File: src/rtl/snake_game_ctrl.sv
// Snake game sequencer: move tick, direction filter, body-walk handshake,
// length/score/food bookkeeping and run/game-over control.
module snake_game_ctrl #(
   parameter int H_LOGIC_WIDTH = 5,
   parameter int V_LOGIC_WIDTH = 5,
   parameter logic [H_LOGIC_WIDTH-1:0] H_LOGIC_MAX = H_LOGIC_WIDTH'(31),
   parameter logic [V_LOGIC_WIDTH-1:0] V_LOGIC_MAX = V_LOGIC_WIDTH'(23),
   parameter logic [24:0] TICK_CYCLES  = 25'd2_500_000,
   parameter logic [9:0]  INIT_LEN     = 10'd3,
   parameter logic [9:0]  MAX_LEN      = 10'd200,
   parameter logic [9:0]  BODY_TIMEOUT = 10'd255
) (
   input  logic                     clk,
   input  logic                     rst,
   input  logic [3:0]               btn,
   input  logic                     start,
   input  logic [H_LOGIC_WIDTH-1:0] head_x,
   input  logic [V_LOGIC_WIDTH-1:0] head_y,
   input  logic                     is_end,
   input  logic                     bite_self,
   output logic                     game_rst,
   output logic                     vld,
   output logic [3:0]               way,
   output logic                     pixel_done,
   output logic [9:0]               length,
   output logic [H_LOGIC_WIDTH-1:0] food_x,
   output logic [V_LOGIC_WIDTH-1:0] food_y,
   output logic [9:0]               score,
   output logic                     game_over
);

   // state   | meaning
   // S_IDLE  | waiting for start, outputs idle
   // S_INIT  | one cycle: pulse game_rst, load new-game values
   // S_WAIT  | counting the move tick
   // S_MOVE  | one cycle: vld pulse with the applied direction
   // S_BODY  | pixel_done high until is_end or watchdog expiry
   // S_CHECK | one cycle: food hit test
   // S_OVER  | game_over high until start
   typedef enum logic [2:0] {
      S_IDLE, S_INIT, S_WAIT, S_MOVE, S_BODY, S_CHECK, S_OVER
   } state_t;

   localparam logic [3:0] DIR_RIGHT = 4'b1000;
   localparam logic [9:0] LFSR_SEED = 10'h2A5;
   localparam logic [H_LOGIC_WIDTH-1:0] FOOD_X0 = H_LOGIC_WIDTH'(16);
   localparam logic [V_LOGIC_WIDTH-1:0] FOOD_Y0 = V_LOGIC_WIDTH'(12);

   state_t state, state_nxt;
   logic [24:0] tick_cnt;
   logic [9:0]  wdog_cnt;
   logic [9:0]  lfsr;
   logic [3:0]  pending;
   logic        in_play, dir_ok, food_hit, tick_done, body_done;
   logic [3:0]  rev_way;
   logic [H_LOGIC_WIDTH-1:0] fx_raw, food_x_nxt;
   logic [V_LOGIC_WIDTH-1:0] fy_raw, food_y_nxt;

   always_comb begin
      state_nxt = state;
      in_play   = (state == S_WAIT) || (state == S_MOVE) ||
                  (state == S_BODY) || (state == S_CHECK);
      tick_done = (tick_cnt == TICK_CYCLES - 25'd1);
      body_done = is_end || (wdog_cnt == BODY_TIMEOUT - 10'd1);
      food_hit  = (head_x == food_x) && (head_y == food_y);
      rev_way   = {way[2], way[3], way[0], way[1]};
      dir_ok    = $onehot(btn) && (btn != rev_way);
      fx_raw    = lfsr[H_LOGIC_WIDTH-1:0];
      fy_raw    = lfsr[H_LOGIC_WIDTH+V_LOGIC_WIDTH-1:H_LOGIC_WIDTH];
      food_x_nxt = (int'(fx_raw) > int'(H_LOGIC_MAX)) ?
                   H_LOGIC_WIDTH'(int'(fx_raw) - int'(H_LOGIC_MAX) - 1) : fx_raw;
      food_y_nxt = (int'(fy_raw) > int'(V_LOGIC_MAX)) ?
                   V_LOGIC_WIDTH'(int'(fy_raw) - int'(V_LOGIC_MAX) - 1) : fy_raw;
      case (state)
         S_IDLE:  if (start) state_nxt = S_INIT;
         S_INIT:  state_nxt = S_WAIT;
         S_WAIT:  if (tick_done) state_nxt = S_MOVE;
         S_MOVE:  state_nxt = S_BODY;
         S_BODY:  if (body_done) state_nxt = S_CHECK;
         S_CHECK: state_nxt = S_WAIT;
         S_OVER:  if (start) state_nxt = S_INIT;
         default: state_nxt = S_IDLE;
      endcase
      if (in_play && bite_self) state_nxt = S_OVER;
   end

   // Status outputs are registered from the next state so they track the state exactly.
   always_ff @(posedge clk) begin
      if (!rst) begin
         state      <= S_IDLE;
         tick_cnt   <= '0;
         wdog_cnt   <= '0;
         lfsr       <= LFSR_SEED;
         pending    <= DIR_RIGHT;
         way        <= DIR_RIGHT;
         length     <= INIT_LEN;
         score      <= '0;
         food_x     <= FOOD_X0;
         food_y     <= FOOD_Y0;
         game_rst   <= 1'b0;
         vld        <= 1'b0;
         pixel_done <= 1'b0;
         game_over  <= 1'b0;
      end else begin
         state      <= state_nxt;
         lfsr       <= {lfsr[8:0], lfsr[9] ^ lfsr[6]};
         game_rst   <= (state_nxt == S_INIT);
         vld        <= (state_nxt == S_MOVE);
         pixel_done <= (state_nxt == S_BODY);
         game_over  <= (state_nxt == S_OVER);
         tick_cnt   <= (state == S_WAIT && state_nxt == S_WAIT) ? tick_cnt + 25'd1 : '0;
         wdog_cnt   <= (state == S_BODY && state_nxt == S_BODY) ? wdog_cnt + 10'd1 : '0;
         if (state == S_INIT) begin
            length  <= INIT_LEN;
            score   <= '0;
            way     <= DIR_RIGHT;
            pending <= DIR_RIGHT;
            food_x  <= FOOD_X0;
            food_y  <= FOOD_Y0;
         end else begin
            if (in_play && dir_ok) pending <= btn;
            if (state == S_WAIT && state_nxt == S_MOVE) way <= pending;
            if (state == S_CHECK && state_nxt == S_WAIT && food_hit) begin
               length <= (length < MAX_LEN) ? length + 10'd1 : MAX_LEN;
               score  <= (score != 10'h3FF) ? score + 10'd1 : score;
               food_x <= food_x_nxt;
               food_y <= food_y_nxt;
            end
         end
      end
   end

endmodule

File: config.mk
export PLATFORM = sky130hd
export DESIGN_NAME = snake_game_ctrl
export DESIGN_NICKNAME = d
export VERILOG_FILES = /design/src/rtl/snake_game_ctrl.sv
export SDC_FILE = /design/constraint.sdc
export NUM_CORES = 1
export LEC_CHECK = 0
export CAP_MARGIN = 40
export CORE_ASPECT_RATIO = 0.5
export CORE_UTILIZATION = 55
export CTS_CLUSTER_SIZE = 25
export DETAILED_ROUTE_END_ITERATION = 8
export GPL_ROUTABILITY_DRIVEN = 0
export PLACE_DENSITY = 0.84
export SETUP_SLACK_MARGIN = 0.05
export SLEW_MARGIN = 0
export SYNTH_ARGS = -nofsm -noshare
export SYNTH_HDL_FRONTEND = slang
export SYNTH_SLANG_ARGS = --single-unit
File: constraint.sdc
create_clock -name clk -period 2.4 [get_ports clk]
set_input_delay 0.24 -clock clk [delete_from_list [all_inputs] [get_ports clk]]
set_output_delay 0.24 -clock clk [all_outputs]
set_load 0.05 [all_outputs]
* Word level (Yosys, flattened, before mapping) *
Cells that the tools add are included.
Widths: inputs -> output; s select.

word-level totals
  flip-flop bits (word level) = 90
  input port bits = 19
  output and inout bits = 38
  logic and storage cells = 72

cells by class
  $add $sub $neg = 9
  magnitude comparators = 2
  eq/ne operators = 18
  mux-type cells = 7
  bitwise operators = 2
  reductions and logical operators = 20

operators with widths
  kind                   count
  $add 10x1->10 const B  3
  $add 25x1->25 const B  1
  $eq 25x22->1 const B   1
  $eq 3x3->1 const B     5
  $pmux 3 s5             1
  $eq 3x2->1 const B     4
  $mux 3                 4
  $eq 10x8->1 const B    1
  $eq 5x5->1             2
  $lt 10x8->1 const B    1
  $mux 10                1
  $ne 10x10->1 const B   1
  $eq 3x1->1 const B     3
  $logic_and 1x1->1      9
  $reduce_and 2->1       3
  $reduce_or 2->1        3
  $gt 5x5->1 const B     1
  $mux 5                 1
  $sub 5x2->5 const B    1
  $sub 5x5->5 const B    1
  $add 1x1->2            2
  $logic_or 1x1->1       4
  $ne 4x4->1             1
  $add 2x2->3            1
  other kinds (3)        3

* Logic depth before layout (Yosys ltp) *
Gate-level depths: netlist of the first run.

  depth after elaboration = 10
  mapped depth = 10
  gate-level depth less buffers = 9

* Worst setup path after synthesis of the first run *
Ideal clock, no wire load.

  path kind = input to register
  from = in btn[0]
  to = reg pending[3]
  library setup time = 0.130 ns
  arrival = 2.030 ns
  required time = 2.270 ns
  setup slack = 0.240 ns
  stages = 10
  buffers on the path = 1
  cells stage by stage = inv_1 > fa_1 > inv_1 > ha_1 > ha_1 > nor3_1 > and3_1 > clkbuf_1 > mux2i_1 > nand2_1

between the ends
  longest elaborated chain between the ends = 5
  elaborated cells between the ends (all ways) = 6
  classes of those cells = add/sub: 2; eq/ne: 2; reduce/logical: 2

ends and longest elaborated chain
  item                               line  source
  start, declared                    15    input logic [3:0] btn,
  $add 1x1->2 (implied by the code)  67    dir_ok = $onehot(btn) && (btn != rev_way);
  $add 2x2->3 (implied by the code)  67
  $eq 3x1->1                         67
  $logic_and 1x1->1 (*)              67
  $logic_and 1x1->1 (*)              121   if (in_play && dir_ok) pending <= btn;
  end signal, assigned               121
  end, declared                      53    logic [3:0] pending;

Every way passes the cells marked *; elsewhere a longest branch is shown, timed or not.
A chain may end at the register's enable or synchronous reset.

* Worst setup path after layout of the first run *
  from = in btn[3]
  to = reg pending[3]

between the ends
  longest elaborated chain between the ends = 5
  elaborated cells between the ends (all ways) = 6
  classes of those cells = add/sub: 2; eq/ne: 2; reduce/logical: 2

ends and longest elaborated chain
  item                               line
  $add 1x1->2 (implied by the code)  67
  $add 2x2->3 (implied by the code)  67
  $eq 3x1->1                         67
  $logic_and 1x1->1                  67
  $logic_and 1x1->1                  121

Several ways; a longest one is shown, not always the timed one.

==> run metrics, run 1 <==
die width=roughly 130 um; placed cells=614; Min-Delay Endpoint=pending[0]; GR Util All Layers=24.3%; clock share of power=39.7%; clk slew on worst S/H paths=0.06 ns; post-synthesis adder-cell area fraction=roughly 3.1%; r2r startpoint=state[1]; synthesis-stage register bit count=90; # DRC=0; worst min path class=in2reg; Int Power=around 2.4 mW; Clock Sinks=90; Vias=3,579; IO Port Bufs=56; Clock Skews=0.00699 ns; dpl cell area=0.00494 mm2; Tcrit/Tclk final=93.8%; register area share after synthesis=42.7%; Layout Cells excl Fill=633; hold_sp=btn[0]; First-pass DRT Iterations=5; initial antenna violation count=0; Logic pwr share=10.6%; unrepaired setup endpoints after global routing=no; WL/cell=14.1 um; Main synth FF type=dfxtp_1; largest family of logic cells by synthesized area=simple AND/OR/NAND/NOR gates; Critical Path RT=2.60 ns; worst hold slack=0.352 ns; largest net degree at the start of global routing=26; Worst Slack Setup Final=0.148 ns; worst-case reg-to-reg path depth=7; Slew headroom=a little under three fifths; CTS Root Cell=clkbuf_16; fmax=444 MHz; syn nets=493; Synth Area in Compound Gates=a little under a tenth; Chip Height=about 64 um; Setup TNS Final=0 ns; Avg Cell Area, Syn=roughly 9 um2; Tot Pwr=about 3.1 mW; 1st-iter DRT viols=approximately 220; Worst Setup End Kind=register; # IOs=57; count of final setup violators=0; grt ovf=0; layout cells sized above 1=under 10%; Slew @ Worst Pin=around 0.67 ns; reg2reg setup slack=0.18 ns; DP Worst Slack=-0.294 ns; Starting Density=57.2%; Synth cell types=58; Post-DP HPWL=between 6000 and 7000 um; multiplexer share of the synthesized area=4.03%; first-pass GRT wire length=15,400 um; Fin. Hold Viols=0; post-synthesis xor/xnor area fraction=9.76%; number of synthesized flops with an enable pin=0; Post-synth ARST share=0%; Critical path origin=btn[3]; H-tree depth=3; WS Path Type=in2reg; nets@finish=562; YS warnings=0; vias in the first global route=3,328; Design Area, Final=0.00524 mm2; Startpoint Class=input pin; Static Leak=about 2.0 nW; Hold-fix buffers, CTS=0; Max Slew Vio Count=0; Power Density=a little under 600 mW/mm2; Flop pwr share=49.7%; cells after synthesis=between 400 and 500; Tmin final=~2.3 ns; DR vias/cell=5.65; Synth Cell Area=0.00422 mm2; total wire length=8920 um; Core Area=between 0.007 and 0.008 mm2; hold path depth=4; maxcap violations=0; post-route ant nets=0; Layout Utilization=71.0%; WP data arrival=2.46 ns; Max IR drop VDD=0.406 mV; CTS Buffer Depth=2; Std-Cell Rows=22; Syn-to-layout area delta=24.1%; die area=0.00805 mm2; number of diodes=0; CTS tree=done; worst skew pair latency=0.34 ns; status=completed; total CTS buffers=9; switching pwr=0.764 mW; Synth Area in Simple Gates=between 20 and 30%; Sw Share=24.5%; Crit Path Max Fanout=4; RR Endpoint=score[5]
kinds of logic after synthesis:
group,after synthesis
flip-flops,90
multiplexers,17
XOR/XNOR,47
buffers and inverters,34
adder cells (fa/ha/maj),10
AO/OA/AOI/OAI,61
AND/OR/NAND/NOR,205
cells in the mapped netlist (2+ instances only):
cell type  instances  area (um2)
a211oi_1           2        15.0
a21oi_1           15        75.1
a31oi_1            3        18.8
and2_1            11        68.8
and3_1            13        81.3
and4_1             7        61.3
buf_2              4        20.0
buf_4              2        15.0
clkbuf_1          11        41.3
dfxtp_1           90        1800
ha_1               9         113
inv_1             14        52.6
mux2i_1           17         170
nand2_1           33         124
nand2b_1           6        37.5
nand3_1           21         105
nand4_1           14        87.6
nor2_1            58         218
nor2b_1            3        18.8
nor3_1             7        35.0
nor4_1             4        25.0
nor4_2             2        25.0
nor4_4             2        42.5
nor4b_1            2        17.5
nor4bb_1           2        20.0
o211ai_1           8        60.1
o21a_1             2        15.0
o21ai_0           10        50.1
o311ai_0           2        17.5
o31ai_1            7        52.6
o41ai_1            2        17.5
or3_1              4        25.0
or4_1              7        52.6
xnor2_1           13         114
xor2_1            34         298
state kept, by name (all words and copies together) (netlist names), 3 cells and up:
signal and flops:
length 10, score 10, food_y 5, pending 4
food_x 5, wdog_cnt 10, state 3, tick_cnt 25
lfsr 10, way 4
routing by layer:
layer / vias up / track usage (%) / share of wire (%)
met5: - / 0 / 0
met1: 1707 / 30.4 / 46
met3: 8 / 8.63 / 4.7
li1: 1779 / - / -
met2: 85 / 39.9 / 48
met4: 0 / 6.63 / 0.90
final cells by class:
| cell class | count | area, um2 |
|---|---|---|
| clock buffers | 12 | 236 |
| clock inverters | 3 | 17.5 |
| fillers | 560 | 2140 |
| inverters | 15 | 56.3 |
| multi-input cells | 340 | 2280 |
| flip-flops and latches | 90 | 1800 |
| well taps | 96 | 120 |
| repair buffers | 77 | 721 |
worst max-delay path, stage by stage:
cell and delay, ns:
clkdlybuf4s50_1 0.49, inv_1 0.06, fa_1 0.48, inv_1 0.04, ha_1 0.17, ha_1 0.28, nor3_2 0.15, and3_4 0.25
mux2i_2 0.22, nand2_1 0.08
worst max path at each step:
| stage | slack (ns) | endpoint | depth (start not counted) |
|---|---|---|---|
| finish | 0.15 | pending[3] | 10 |
| global route | 0.08 | pending[3] | 10 |
| CTS | 0.06 | pending[3] | 10 |
| detailed placement | -0.29 | pending[3] | 10 |
| global placement | -0.22 | pending[3] | 10 |
| floorplan | 0.24 | pending[3] | 10 |
power by group through the flow:
stage / clock, mW / sequential (mW) / combinational (mW)
after floorplan: 0 / 1.60 / 0.195
after global placement: 0 / 1.58 / 0.311
after detailed placement: 0 / 1.58 / 0.318
after CTS: 1.27 / 1.55 / 0.323
after global routing: 1.34 / 1.55 / 0.362
final: 1.24 / 1.55 / 0.329
cells in the final DEF (no fill, tap or decap), types with 12 or more instances in the layout:
master / count
nand4_1: 14
clkdlybuf4s50_1: 55
buf_4: 21
nand3_1: 21
a21oi_1: 15
xnor2_1: 13
mux2i_1: 16
and3_1: 12
xor2_1: 34
nand2_1: 33
inv_1: 14
nor2_1: 58
dfxtp_1: 90
timing repair:
item | 4_1_cts | 5_1_grt
pin swaps | 0 | 3
setup endpoints to repair | 1 | 3
setup buffers | 0 | 4
endpoints found under the hold margin | 0 | 0
gates resized for setup | 1 | 4
(Power assumes the default switching activity.)
==> inputs of run 2 (changes only) <==
--- a/config.mk
+++ b/config.mk
@@ -7,6 +7,7 @@
 export LEC_CHECK = 0
 export CAP_MARGIN = 40
 export CORE_ASPECT_RATIO = 0.5
+export CORE_MARGIN = 1.5
 export CORE_UTILIZATION = 55
 export CTS_CLUSTER_SIZE = 25
 export DETAILED_ROUTE_END_ITERATION = 8
==> run 2 against run 1 <==
Net effect: via count fell by 3.0%; combinational power rose by 2%; critical path depth did not move; die area rose by 2.4%; clock power rose by 15%; cell area rose by 0.29%; worst setup slack got worse by 0.029 ns; sequential share of layout area fell by 0.098 points; clock skew fell by 0.0012 ns; global-route usage fell by 0.80 points; maximum frequency fell by 1.3%; routed wire length rose by 1.4%.
==> run metrics, run 2 (synthesis results as in run 1) <==
commonest non-fill, non-tap cells in the layout=90 x dfxtp_1, 58 x nor2_1, 56 x clkdlybuf4s50_1, 34 x xor2_1, 33 x nand2_1; number of diodes=0 (unchanged); Setup TNS Final=0 ns (unchanged); Slew headroom=58.8% (+3.4 points); Startpoint Class=input pin; fmax=438 MHz (-1.3%); Post-DP HPWL=6130 um (+0.61%); total wire length=9040 um (+1.4%); max reg flops=25 (unchanged); WS Path Type=in2reg; Power Density=631 mW/mm2 (+6.0%); Crit Path Max Fanout=4 (unchanged); Chip Height=64.9 um (+1.6%); Starting Density=57.2% (unchanged); Tmin final=2.28 ns (+0.0288 ns); CTS Buffer Depth=2 (unchanged); WL/cell=14.4 um (+1.8%); Core Area=0.00738 mm2 (unchanged); layout cells sized above 1=8.80% (-0.14 points); total CTS buffers=9 (unchanged); worst min path class=reg2reg; maxcap violations=0 (unchanged); grt ovf=0 (unchanged); status=completed; 1st-iter DRT viols=181 (-16%); Hold-fix buffers, CTS=0 (unchanged); count of final setup violators=0 (unchanged); Std-Cell Rows=22 (unchanged); vias in the first global route=3,189 (-4.2%); setup bufs post-CTS=0 (unchanged); Worst Setup End Kind=register; Static Leak=2.00 nW (about the same); worst skew pair latency=0.35 ns (about the same); first-pass GRT wire length=15,100 um (-2.4%); CP cell instances=clkdlybuf4s50_1, inv_1, fa_1, inv_1, ha_1, ha_1, nor3_2, and3_4, mux2i_1, nor2_1; Vias=3,470 (-3.0%); GR Util All Layers=23.5% (-0.80 points); IO Port Bufs=56 (unchanged); DR vias/cell=5.51 (-2.6%); nets@finish=558 (-0.71%); leading cell type in the layout, fill and taps excluded=dfxtp_1; clk slew on worst S/H paths=0.06 ns (about the same); Tcrit/Tclk final=95.0% (+1.2 points); die width=127 um (+0.79%); Critical Path RT=2.64 ns (+0.04 ns); Slew @ Worst Pin=0.615 ns (-0.0514 ns); Syn-to-layout area delta=24.5%; Clock Sinks=90 (unchanged); Biggest register=tick_cnt; Worst Path Buf+Inv=3 (unchanged); Clock Skews=0.00583 ns (-0.00116 ns); Top delay family on crit path=adder cells; Max Slew Vio Count=0 (unchanged); CP max-delay cell=fa_1; CTS Root Cell=clkbuf_16; Max IR drop VDD=0.464 mV (+14%); die area=0.00824 mm2 (+2.4%); initial antenna violation count=0 (unchanged); WP data arrival=2.52 ns (+0.06 ns); Layout Utilization=71.2% (+0.20 points); largest net degree at the start of global routing=26 (unchanged); # IOs=57 (unchanged); slowest cell delay on critical path=0.54 ns (+0.05 ns); Fin. Hold Viols=0 (unchanged); # DRC=0 (unchanged); First-pass DRT Iterations=4 (-1); unrepaired setup endpoints after global routing=no; CTS tree=done; post-route ant nets=0 (unchanged); H-tree depth=3 (unchanged)
run 2: cell count changes in the layout (fill, tap and decap cells not counted):
cell	previous run	this run
buf_4	21	17
mux2i_2	1	0
dlymetal6s2s_1	1	0
clkbuf_1	3	0
mux2i_1	16	17
bufinv_16	0	1
clkinv_2	2	3
clkdlybuf4s50_1	55	56
clkbuf_8	0	2
run 2: report_power, final:
part	internal, mW	leakage [nW]	total (mW)	switching [mW]
registers	1.52	0.729	1.55	0.0262
logic	0.140	1.12	0.335	0.195
clock network	0.857	0.151	1.43	0.571
run 2: area by class of cell:
class | instances | area, um2
repair buffers | 73 | 688
fillers | 565 | 2130
flip-flops and latches | 90 | 1800
inverters | 15 | 56.3
multi-input cells | 340 | 2280
clock buffers | 11 | 253
clock inverters | 5 | 52.6
well taps | 96 | 120
run 2: worst register-to-register path, stage by stage, from the launching register on:
cell      delay, ns
dfxtp_1        0.36
or4b_4         0.56
o21ai_2        0.12
nand4_4        0.24
buf_4          0.26
nand2b_1       0.23
o41ai_1        0.28
run 2: layer usage:
layer,vias up,share of wire [%],global-route usage [%]
met3,14,3.9,7.35
met4,0,1.5,8.52
met2,59,47,39.2
met1,1627,48,28.8
met5,-,0,0
li1,1770,-,-
run 2: path summary, 6_finish.rpt:
| path | cells past startpoint | end | from | slack, ns |
|---|---|---|---|---|
| setup / recovery | 10 | pending[2] | btn[0] | 0.12 |
| setup reg to reg | 6 | length[5] | state[0] | 0.25 |
| hold reg to reg | 1 | lfsr[5] | lfsr[4] | 0.46 |
| hold / removal | 1 | lfsr[5] | lfsr[4] | 0.46 |
run 2: timing repair:
item | 4_1_cts | 5_1_grt
gates resized for setup | 0 | 3
setup endpoints to repair | 0 | 4
hold endpoints to repair | 0 | 0
run 2: metrics by stage:
| step | power, mW | area, um2 | std cells | setup slack, ns | hold WS (ns) |
|---|---|---|---|---|---|
| finish | 3.31 | 5250 | 630 | 0.119 | 0.458 |
| global route | 3.43 | 5250 | 630 | 0.0305 | 0.480 |
| CTS | 3.34 | 5240 | 630 | 0.0822 | 0.462 |
| detailed placement | 1.91 | 4940 | 614 | -0.278 | 0.440 |
| global placement | 1.90 | 4940 | 614 | -0.202 | 0.441 |
| floorplan | 1.79 | 4220 | 464 | 0.240 | 0.313 |
